$ cat src/rtl/ncl_pkg.sv
// Shared types and rail codes for the clocked NCL pipeline stage.
// Rail pair ordering is {true_rail, false_rail}.
package ncl_pkg;

   typedef enum logic [1:0] {
      NULL_HELD = 2'd0,
      DATA_HELD = 2'd1,
      ERROR     = 2'd2
   } ncl_state_e;

   localparam logic [1:0] RAIL_NULL = 2'b00;
   localparam logic [1:0] RAIL_F    = 2'b01;
   localparam logic [1:0] RAIL_T    = 2'b10;
   localparam logic [1:0] RAIL_ILL  = 2'b11;

   localparam int unsigned TOK_W = 16;

   function automatic logic rail_valid(
      input logic [1:0] pair
   );
      return (pair == RAIL_F) ||
             (pair == RAIL_T);
   endfunction

endpackage

$ cat src/rtl/ncl_completion.sv
// Combinational completion and illegal-code detection
// across every dual-rail pair of the stage input.
module ncl_completion
   import ncl_pkg::*;
#(
   parameter int WIDTH = 9
) (
   input  logic [2*WIDTH-1:0] din,
   output logic               data_cmp,
   output logic               null_cmp,
   output logic               illegal
);

   logic [1:0] pair;

   always_comb begin
      data_cmp = 1'b1;
      null_cmp = 1'b1;
      illegal  = 1'b0;
      pair     = RAIL_NULL;
      for (int i = 0; i < WIDTH; i++) begin
         pair = din[2*i +: 2];
         if (!rail_valid(pair)) begin
            data_cmp = 1'b0;
         end
         if (pair != RAIL_NULL) begin
            null_cmp = 1'b0;
         end
         if (pair == RAIL_ILL) begin
            illegal = 1'b1;
         end
      end
   end

endmodule

$ cat src/rtl/ncl_stage_sync.sv
// Clocked NCL register stage: a synchronous C-element over
// input completion and downstream acknowledges, with error trap.
module ncl_stage_sync
   import ncl_pkg::*;
#(
   parameter int WIDTH = 9,
   parameter int N_ACK = 2
) (
   input  logic               clk,
   input  logic               rst,
   input  logic [2*WIDTH-1:0] din,
   input  logic [N_ACK-1:0]   ack_in,
   output logic [2*WIDTH-1:0] dout,
   output logic               ack_out,
   output logic               err,
   output logic [15:0]        tok_cnt
);

   logic data_cmp;
   logic null_cmp;
   logic illegal;
   logic ack_all;
   logic ack_none;

   ncl_state_e         state_q, state_d;
   logic [2*WIDTH-1:0] dout_q, dout_d;
   logic               ack_q, ack_d;
   logic               err_q, err_d;
   logic [TOK_W-1:0]   cnt_q, cnt_d;

   ncl_completion #(
      .WIDTH (WIDTH)
   ) u_cmp (
      .din      (din),
      .data_cmp (data_cmp),
      .null_cmp (null_cmp),
      .illegal  (illegal)
   );

   assign ack_all  = &ack_in;
   assign ack_none = ~|ack_in;

   always_comb begin
      state_d = state_q;
      dout_d  = dout_q;
      cnt_d   = cnt_q;
      unique case (state_q)
         NULL_HELD: begin
            if (illegal) begin
               state_d = ERROR;
               dout_d  = '0;
            end else if (data_cmp && ack_none) begin
               state_d = DATA_HELD;
               dout_d  = din;
               cnt_d   = cnt_q + 1'b1;
            end
         end
         DATA_HELD: begin
            if (illegal) begin
               state_d = ERROR;
               dout_d  = '0;
            end else if (null_cmp && ack_all) begin
               state_d = NULL_HELD;
               dout_d  = '0;
            end
         end
         ERROR: begin
            dout_d = '0;
         end
         default: begin
            state_d = ERROR;
            dout_d  = '0;
         end
      endcase
      // Status flags are registered so every output comes off a flop.
      ack_d = (state_d == DATA_HELD);
      err_d = (state_d == ERROR);
   end

   always_ff @(posedge clk) begin
      if (rst) begin
         state_q <= NULL_HELD;
         dout_q  <= '0;
         ack_q   <= 1'b0;
         err_q   <= 1'b0;
         cnt_q   <= '0;
      end else begin
         state_q <= state_d;
         dout_q  <= dout_d;
         ack_q   <= ack_d;
         err_q   <= err_d;
         cnt_q   <= cnt_d;
      end
   end

   assign dout    = dout_q;
   assign ack_out = ack_q;
   assign err     = err_q;
   assign tok_cnt = cnt_q;

endmodule

$ cat config.mk
export PLATFORM = sky130hd
export DESIGN_NAME = ncl_stage_sync
export DESIGN_NICKNAME = d
export VERILOG_FILES = /design/src/rtl/ncl_pkg.sv /design/src/rtl/ncl_completion.sv /design/src/rtl/ncl_stage_sync.sv
export SDC_FILE = /design/constraint.sdc
export NUM_CORES = 1
export LEC_CHECK = 0
export CAP_MARGIN = 20
export CORE_ASPECT_RATIO = 0.8
export CORE_MARGIN = 2
export CORE_UTILIZATION = 45
export CTS_CLUSTER_SIZE = 10
export DETAILED_ROUTE_END_ITERATION = 7
export DONT_BUFFER_PORTS = 1
export HOLD_SLACK_MARGIN = 0.12
export PLACE_DENSITY = 0.67
export SYNTH_ARGS = -nofsm -noshare
export SYNTH_HDL_FRONTEND = slang
export SYNTH_HIERARCHICAL = 1
export SYNTH_SLANG_ARGS = --single-unit
export TNS_END_PERCENT = 50
$ cat constraint.sdc
create_clock -name clk -period 3.6 [get_ports clk]
set_input_delay 0.36 -clock clk [delete_from_list [all_inputs] [get_ports clk]]
set_output_delay 0.36 -clock clk [all_outputs]
set_load 0.03 [all_outputs]
==> out/results.ini <==
[critical_path]
endpoint_kind=flop
crit_required_ns=3.82
critPathMaxStageDelay_ns=0.67
startpoint_type=input pin
worst-endpoint-arrival_ns=2.73
cp_slowest_cell=or4b_1
crit_type=in -> reg
cp_cell_sequence=inv_1 -> ha_1 -> nand4_1 -> nor3_1 -> or4b_4 -> or4b_1 -> or4_1 -> a21oi_1
path_max_fanout=10

[sta]
worst_pin_slew_ns=0.676
fin_ws_ns=1.09
hold_viol_final=0
tns_ns=0
setup_violations=0
holdWs_ns=0.129
period_minus_slack_ns=2.51
rsz0062_at_grt=false
relSlewSlack_pct=55.0
fmax_mhz=399
skew_ns=0.00568
drv_slew=0
finalCritPeriodShare_pct=69.6

[synth]
synth_top_cell_area_share_pct=41.9
synth-xor-area-share_pct=2.41
synthAdderAreaFrac_pct=13.1
synth_nets=251
ys_types=32
synth_compound_area_share_pct=13.7
syn_avg_cell_area_um2=8.64
yosysWarnings=6
synthMuxAreaShare_pct=0.552
synth_cells=210
synth_area_leader_cell=dfxtp_1
synthesis.area_um2=1810
synth_area_leaders=dfxtp_1 42%, ha_1 13%, a22oi_1 7.4%
synth_ff_type=dfxtp_1
synth-seq-cells=38
synth_top_family_by_area=simple AND/OR/NAND/NOR gates
ys_seq_area_share_pct=41.9
synthArstFlopShare_pct=0
synth_edf_count=0
synth-simple-area-share_pct=21.9

[routing]
routed_wl_um=3950
ant_nets=0
dr.pass1.iters=4
vias=1440
remaining_drc_errors=0
drt-initial-drc-count=78
viasPerCell=5.43
post_drt_wl_per_cell_um=14.9

[grt]
antenna_found_initial=0
grt_usage_pct=18.9
grt_first_pass_wirelength_um=6350
grt_pass1_vias=1353
grt_max_degree=40
overflow=0

[floorplanning]
die_w_um=75.0
die_area_um2=4560
initial_utilization_pct=47.4
io_pins=58
std_cell_rows=20
core_um2=3830
chipHeight_um=60.8

[cells_and_area]
n_antenna_cell=0
fin_nets=250
fin_cells=265
area_growth_syn_to_layout_pct=7.65
fin_util_pct=51.0
drive_above_1_share_pct=5.24
fin_area_um2=1950

[clock_network]
path_clk_slew_ns=0.07
cts_sinks=38
cts_tree=built
clock-root-buffer=clkbuf_8
clk_path_buf_depth=2
cts_max_level=2
cts_buffers=5
ctsResizeCount=0
clock_latency_ns=0.29

[place]
post_dp_cell_area_um2=1850
gp_congestion=0.789
dp_hpwl_um=2820
place_inst=256
dpl_worst_slack_ns=0.824
portBuffers=0

[pwr]
power.leakage_nw=0.760
powerDensity_nw_per_um2=387
total_power_mw=0.755
ir_drop_uv=234

[min_path]
holdCritPathClass=in -> reg

[run_status]
status=completed

[job]
maxCapViolCount=0

## cells in the final DEF, fill, tap and decap left out, drive strengths merged, types with 2 or more instances in the layout
cell    count
dfxtp      38
nor2       32
inv        21
ha         19
a22oi      18
a21oi      10
nand3       8
o21ai       8
or3         7
clkbuf      7
nand2       6
nand4       5
xnor2       4
nor3        4
and4        3
and3        2
nor4        2
or4b        2
## worst paths after layout
kind / start / to / slack [ns] / depth (start not counted)
max: din[8] / tok_cnt[15] / 1.09 / 8
min: rst / tok_cnt[8] / 0.13 / 1
max reg2reg: state_q[0] / tok_cnt[15] / 1.35 / 4
min reg2reg: state_q[1] / state_q[1] / 0.57 / 2
## metal layers
| metal | global-route usage [%] | vias to the layer above | routed length [um] |
|---|---|---|---|
| met3 | 7.31 | 5 | 305 |
| met5 | 0 | - | 0 |
| met4 | 6.89 | 0 | 43 |
| met1 | 25.5 | 673 | 1960 |
| met2 | 27.6 | 37 | 1650 |
| li1 | - | 725 | - |
## synthesized netlist by cell type (all sizes together), types with 3 or more instances
library cell	instances
nor2	32
xnor2	4
a22oi	18
inv	21
and4	3
clkbuf	8
o21ai	8
nand2	6
ha	19
nand4	5
or3	7
dfxtp	38
a21oi	10
nand3	8
nor3	4
## cells by family after synthesis
group	after synthesis
DFF	38
adders and majority gates	19
muxes	1
AOI/OAI and AO/OA	39
and+or+nand+nor	77
xor gates and xnor gates	5
buffers and inverters	31
## state kept, by name, indices dropped and copies added, names as in the netlist
signal / count
err: 1
ack_out: 1
tok_cnt: 16
dout: 18
state_q: 2
## where the power goes
| part | switching [mW] | internal [mW] | leakage [nW] |
|---|---|---|---|
| Sequential | 0.00221 | 0.421 | 0.307 |
| Clock | 0.149 | 0.155 | 0.0482 |
| Combinational | 0.0157 | 0.0124 | 0.405 |
| Total | 0.166 | 0.588 | 0.760 |
## area by class of cell
| class | instances | area, um2 |
|---|---|---|
| Clock inverter | 1 | 5.00 |
| Timing Repair Buffer | 2 | 17.5 |
| Fill cell | 377 | 1880 |
| Multi-Input combinational cell | 141 | 936 |
| Clock buffer | 7 | 86.3 |
| Inverter | 21 | 78.8 |
| Tap cell | 55 | 68.8 |
| Sequential cell | 38 | 761 |
## what timing repair did
action / in CTS / in global routing
endpoints found under the hold margin: 0 / 2
hold buffers: 0 / 1
setup buffers: 0 / 0
## critical path, delay by kind of cell
kind            cells  cell delay, ns
simple gates        5            1.91
compound gates      1            0.15
buf+inv             1            0.02
fa+ha+maj           1            0.27
Note: power is estimated with default switching activity, not from simulation.
